## src/rtl/instr_stream_player.sv

```systemverilog
// Loadable, replayable AXI-Stream instruction source: buffer words, then stream them for N passes.
// Optional inter-word idle gap enabled by defining INSTR_PLAYER_GAP_EN.
module instr_stream_player #(
    parameter int DATA_WIDTH = 128,
    parameter int USER_WIDTH = 1,
    parameter int DEPTH      = 16,
    parameter int REP_WIDTH  = 16,
    localparam int LEN_WIDTH = $clog2(DEPTH + 1)
) (
    input  logic                  clk,
    input  logic                  rst,
    input  logic                  ld_valid,
    output logic                  ld_ready,
    input  logic [DATA_WIDTH-1:0] ld_data,
    input  logic [USER_WIDTH-1:0] ld_user,
    input  logic                  ld_clear,
    output logic [LEN_WIDTH-1:0]  fill,
    input  logic                  start,
    input  logic [REP_WIDTH-1:0]  repeat_cnt,
    input  logic [7:0]            gap_cycles,
    output logic                  busy,
    output logic                  done,
    output logic [31:0]           words_sent,
    output logic                  m_axis_tvalid,
    input  logic                  m_axis_tready,
    output logic [DATA_WIDTH-1:0] m_axis_tdata,
    output logic [USER_WIDTH-1:0] m_axis_tuser,
    output logic                  m_axis_tlast
);

    localparam int IDX_WIDTH = $clog2(DEPTH);
    localparam logic [LEN_WIDTH-1:0] LEN_ONE  = LEN_WIDTH'(1);
    localparam logic [LEN_WIDTH-1:0] LEN_FULL = LEN_WIDTH'(DEPTH);
    localparam logic [REP_WIDTH-1:0] REP_ONE  = REP_WIDTH'(1);

    typedef enum logic [1:0] {
        ST_IDLE,
        ST_PLAY,
        ST_GAP,
        ST_FIN
    } state_t;

    state_t                state_q, state_d;
    logic [LEN_WIDTH-1:0]  fill_q, fill_d;
    logic [LEN_WIDTH-1:0]  idx_q, idx_d;
    logic [REP_WIDTH-1:0]  pass_q, pass_d;
    logic [REP_WIDTH-1:0]  reps_q, reps_d;
    logic [31:0]           words_q, words_d;
    logic [DATA_WIDTH-1:0] tdata_q, tdata_d;
    logic [USER_WIDTH-1:0] tuser_q, tuser_d;
    logic                  tlast_q, tlast_d;

    logic [DATA_WIDTH-1:0] mem_data_q [DEPTH];
    logic [USER_WIDTH-1:0] mem_user_q [DEPTH];
    logic                  mem_we;

    logic                  hs;
    logic                  last_in_pass;
    logic                  last_pass;
    logic [LEN_WIDTH-1:0]  nxt_idx;

`ifdef INSTR_PLAYER_GAP_EN
    logic [7:0] gap_q, gap_d;
    logic [7:0] gap_cnt_q, gap_cnt_d;
`else
    logic unused_gap;
    assign unused_gap = ^gap_cycles;
`endif

    assign m_axis_tvalid = (state_q == ST_PLAY);
    assign m_axis_tdata  = tdata_q;
    assign m_axis_tuser  = tuser_q;
    assign m_axis_tlast  = tlast_q;
    assign busy          = (state_q != ST_IDLE);
    assign done          = (state_q == ST_FIN);
    assign fill          = fill_q;
    assign words_sent    = words_q;
    assign ld_ready      = (state_q == ST_IDLE) && (fill_q < LEN_FULL);

    assign hs           = m_axis_tvalid && m_axis_tready;
    assign last_in_pass = (idx_q == fill_q - LEN_ONE);
    assign last_pass    = (pass_q == reps_q - REP_ONE);
    assign nxt_idx      = last_in_pass ? '0 : idx_q + LEN_ONE;

    always_comb begin
        state_d = state_q;
        fill_d  = fill_q;
        idx_d   = idx_q;
        pass_d  = pass_q;
        reps_d  = reps_q;
        words_d = words_q;
        tdata_d = tdata_q;
        tuser_d = tuser_q;
        tlast_d = tlast_q;
        mem_we  = 1'b0;
`ifdef INSTR_PLAYER_GAP_EN
        gap_d     = gap_q;
        gap_cnt_d = gap_cnt_q;
`endif

        case (state_q)
            ST_IDLE: begin
                // start wins over a same-cycle load/clear so playback sees a stable fill
                if (start) begin
                    reps_d  = (repeat_cnt == '0) ? REP_ONE : repeat_cnt;
                    words_d = '0;
                    idx_d   = '0;
                    pass_d  = '0;
`ifdef INSTR_PLAYER_GAP_EN
                    gap_d   = gap_cycles;
`endif
                    if (fill_q == '0) begin
                        state_d = ST_FIN;
                    end else begin
                        state_d = ST_PLAY;
                        tdata_d = mem_data_q[0];
                        tuser_d = mem_user_q[0];
                        tlast_d = (fill_q == LEN_ONE);
                    end
                end else if (ld_clear) begin
                    fill_d = '0;
                end else if (ld_valid && ld_ready) begin
                    mem_we = 1'b1;
                    fill_d = fill_q + LEN_ONE;
                end
            end

            ST_PLAY: begin
                if (hs) begin
                    if (words_q != '1) begin
                        words_d = words_q + 32'd1;
                    end
                    if (last_in_pass && last_pass) begin
                        state_d = ST_FIN;
                    end else begin
                        idx_d   = nxt_idx;
                        if (last_in_pass) begin
                            pass_d = pass_q + REP_ONE;
                        end
                        tdata_d = mem_data_q[nxt_idx[IDX_WIDTH-1:0]];
                        tuser_d = mem_user_q[nxt_idx[IDX_WIDTH-1:0]];
                        tlast_d = (nxt_idx == fill_q - LEN_ONE);
`ifdef INSTR_PLAYER_GAP_EN
                        if (gap_q != '0) begin
                            state_d   = ST_GAP;
                            gap_cnt_d = gap_q;
                        end
`endif
                    end
                end
            end

`ifdef INSTR_PLAYER_GAP_EN
            ST_GAP: begin
                if (gap_cnt_q == 8'd1) begin
                    state_d = ST_PLAY;
                end else begin
                    gap_cnt_d = gap_cnt_q - 8'd1;
                end
            end
`endif

            ST_FIN: begin
                state_d = ST_IDLE;
            end

            default: begin
                state_d = ST_IDLE;
            end
        endcase
    end

    always_ff @(posedge clk or posedge rst) begin
        if (rst) begin
            state_q <= ST_IDLE;
            fill_q  <= '0;
            idx_q   <= '0;
            pass_q  <= '0;
            reps_q  <= '0;
            words_q <= '0;
            tdata_q <= '0;
            tuser_q <= '0;
            tlast_q <= 1'b0;
`ifdef INSTR_PLAYER_GAP_EN
            gap_q     <= '0;
            gap_cnt_q <= '0;
`endif
        end else begin
            state_q <= state_d;
            fill_q  <= fill_d;
            idx_q   <= idx_d;
            pass_q  <= pass_d;
            reps_q  <= reps_d;
            words_q <= words_d;
            tdata_q <= tdata_d;
            tuser_q <= tuser_d;
            tlast_q <= tlast_d;
`ifdef INSTR_PLAYER_GAP_EN
            gap_q     <= gap_d;
            gap_cnt_q <= gap_cnt_d;
`endif
        end
    end

    // Buffer contents are don't-care after reset, so the array carries no reset.
    always_ff @(posedge clk) begin
        if (mem_we) begin
            mem_data_q[fill_q[IDX_WIDTH-1:0]] <= ld_data;
            mem_user_q[fill_q[IDX_WIDTH-1:0]] <= ld_user;
        end
    end

endmodule

```

## config.mk

```make
export PLATFORM = sky130hd
export DESIGN_NAME = instr_stream_player
export DESIGN_NICKNAME = d
export VERILOG_FILES = /design/src/rtl/instr_stream_player.sv
export SDC_FILE = /design/constraint.sdc
export NUM_CORES = 2
export LEC_CHECK = 0
export ABC_AREA = 1
export CELL_PAD_IN_SITES_DETAIL_PLACEMENT = 1
export CELL_PAD_IN_SITES_GLOBAL_PLACEMENT = 1
export CORE_AREA = 4 4 583 585
export CTS_CLUSTER_SIZE = 12
export DETAILED_ROUTE_END_ITERATION = 7
export DIE_AREA = 0 0 587 589
export PLACE_DENSITY = 0.57
export SYNTH_ARGS = -nofsm -noshare
export SYNTH_HDL_FRONTEND = slang
export SYNTH_SLANG_ARGS = --single-unit
```

## constraint.sdc

```tcl
create_clock -name clk -period 19.6 [get_ports clk]
set_input_delay 2.94 -clock clk [delete_from_list [all_inputs] [get_ports clk]]
set_output_delay 2.94 -clock clk [all_outputs]
set_load 0.03 [all_outputs]
```

==> flow_summary.yaml <==
run_status:
  status: "finished, final reports clean"
worst_setup_path:
  critPathLaunchType: "primary input"
  setup.worst_path.class: "in2reg"
  cp_slowest_cell: "nor2_2"
  path_buf_inv: 4
  worstPathRequired_ns: 20.39
  slowest_delay_ns: 0.83
  cp_cell_sequence: "clkdlybuf4s50_1 > inv_1 > nor2_2 > inv_1 > o21ai_1 > nand2_1 > inv_2 > nand2_1 > nor3_1 > o21ai_0 > a21oi_1"
  endpoint_kind: "register"
  crit_family: "simple AND/OR/NAND/NOR gates"
  worstPathArrival_ns: 7.65
  cp_max_fo: 35
synthesis:
  syn_nets: 9611
  async_flop_share_pct: 9.07
  synth-seq-cells: 2270
  syn-cell-area_um2: 100000
  synth_edf_count: 2064
  ys.warnings.count: 0
  synth.avg_cell_area_um2: 10.6
  yosys-top-cells-area: "edfxtp_1, nand3_1, nand2_1, dfrtp_1, inv_1"
  synthFlopType: "edfxtp_1"
  ys_types: 40
  synth_area_leader_cell: "edfxtp_1"
  yosysSeqAreaShare_pct: 67.0
  synth_top_area_share_pct: 61.9
  synth_cells: 9444
detailed_routing:
  vias_per_cell: 5.00
  drc: 0
  drtAntennaViolNets: 0
  drtIter0Drc: 4392
  drt_wl_total_um: 335000
  wl_per_cell_um: 23.6
  num_vias: 71100
  drt_pass1_iterations: 5
timing:
  tns_ns: 0
  fmax_mhz: 146
  finalClockSkew_ns: 0.0379
  period_needed_ns: 6.86
  setup_viol: 0
  worst_pin_slew_ns: 1.39
  hold_viol: 0
  rsz0062_at_grt: "false"
  maxSlewViolCount: 0
  slew_headroom_pct: 7.50
  fin_hold_ws_ns: 0.477
  finalWorstSetupSlack_ns: 12.74
  min_period_over_period_pct: 35.0
final_layout:
  final_common_cell: "nand3_1"
  syn2layout_area_growth_pct: 15.8
  fin_nets: 9736
  final_cell_mix: "nand3_1, edfxtp_1, nand2_1"
  drive_above_1_share_pct: 6.69
  nFillCells: 36900
  instances_no_fill: 14200
  design_area_um2: 116000
clocking:
  cts_tree: "yes"
  insertion_delay_ns: 0.89
  cts_buffer_depth: 4
  cts_htree_levels: 5
  post_cts_buffers: 0
  clock-sinks: 2270
  cts_made_buffers: 275
  cts_hold_buf: 0
  post_cts_resized: 0
  root_buffer: "clkbuf_16"
  clk_pin_slew_ns: 0.05
global_routing:
  grt_pass1_vias: 74100
  antenna_found_initial: 60
  grt_pass1_wl_um: 495000
  grt_usage_pct: 18.9
  grt_max_degree: 191
  gr-total-overflow: 0
pwr:
  power_frac_clock_pct: 32.1
  p_leak_nw: 45.7
  peakVddDrop_mv: 0.167
  combPwrFrac_pct: 31.1
  p_seq_share_pct: 36.7
  p_per_area_nw_per_um2: 131
  net-switching-power_mw: 5.59
  swShare_pct: 36.7
  internal-power_mw: 9.66
placed_design:
  dp.cells: 13700
  port_buffers: 321
  hpwl_um: 168000
  postPlaceCellArea_um2: 107000
  gp_congestion: 0.779
  pre_cts_slack_ns: 11.75
floorplan:
  row_count: 213
  die_area_um2: 346000
  die_w_um: 587
  ios: 330
  die_y_um: 589
  initial_core_util_pct: 29.9
  core_um2: 335000
run:
  maxCapViolCount: 0
worst_hold_path:
  worstHoldPathType: "reg2reg"
==> worst reg2reg max path: stages (launching register included) <==
cell,delay (ns)
dfrtp_4,0.84
inv_8,0.40
nand2_1,0.15
nand4_1,0.11
nor2_1,0.22
nand3_4,0.31
nand2_4,0.44
buf_12,0.64
buf_4,0.92
buf_4,0.92
buf_4,0.90
nand2_1,0.22
nand3_1,0.13
nand3_1,0.10
nand3_1,0.13
nand3_1,0.10
nand2_1,0.09
nand2_1,0.05
==> sequential cells by signal, indices dropped and copies added, names as in the netlist <==
name	flops
mem_user_q	16
m_axis_tuser	1
m_axis_tdata	128
words_sent	32
reps_q	16
fill	5
mem_data_q	2048
idx_q	5
pass_q	16
m_axis_tlast	1
state_q	2
==> cells by family (layout without fill, tap and decap cells) <==
| family | after synthesis | after routing | synth area share, % |
|---|---|---|---|
| simple gates | 5084 | 5084 | 23.8 |
| flops | 2270 | 2270 | 67.0 |
| buf+inv | 1892 | 2237 | 7.69 |
| compound gates | 145 | 145 | 0.974 |
| xor+xnor | 45 | 45 | 0.407 |
| fa+ha+maj | 8 | 8 | 0.0999 |
| other cells | 0 | 19 | 0 |
==> cells in the mapped netlist, types with 24 or more instances <==
master     count
buf_1         55
buf_2        294
buf_4         51
clkbuf_1     198
dfrtp_1      206
edfxtp_1    2064
inv_1       1278
nand2_1     1788
nand3_1     2310
nand3b_1     381
nand4_1       24
nor2_1       428
nor3_1        27
o2111ai_1     53
o21ai_0       56
or2_2        104
xor2_1        30
==> worst paths after layout <==
check	end	depth (start not counted)	slack, ns	start
hold reg to reg	m_axis_tdata[40]	2	0.48	m_axis_tdata[40]
max in group asynchronous	m_axis_tdata[83]	5	14.53	rst
setup reg to reg	m_axis_tdata[35]	17	12.84	idx_q[0]
hold / removal	m_axis_tdata[40]	2	0.48	m_axis_tdata[40]
setup / recovery	words_sent[18]	11	12.74	start
min in group asynchronous	pass_q[2]	2	2.46	rst
==> power by group through the flow <==
stage                     clock [mW]  combinational, mW  sequential [mW]
after detailed placement           0               4.80             5.71
final                           4.90               4.74             5.60
after CTS                       5.04               4.83             5.61
after floorplan                    0               2.79             5.91
after global placement             0               4.76             5.71
after global routing            5.25               5.24             5.62
==> metal layers <==
layer	track usage, %	wire, µm	up-vias
met1	23.7	142000	36900
met4	4.84	8950	20
met3	2.93	14500	527
met2	33.8	169000	1423
li1	-	-	32200
met5	0	125	-
==> area by class of cell <==
cell class                 count  area, µm²  area share [%]
tap                         4407       5510            4.75
clock inverter               115        946           0.815
sequential                  2270      67100            57.9
multi-input combinational   5282      25500            22.0
inverter                    1288       4870            4.20
antenna                       19       47.5          0.0410
timing repair buffer         452       4350            3.75
clock buffer                 382       7640            6.58
==> metrics by stage <==
stage / power [mW] / utilization [%]
after floorplan: 8.70 / -
after global placement: 10.5 / 32.0
after detailed placement: 10.5 / 32.0
after CTS: 15.5 / 34.6
after global routing: 16.1 / 34.6
final: 15.3 / 34.6
Power figures use the tool's default switching activity.
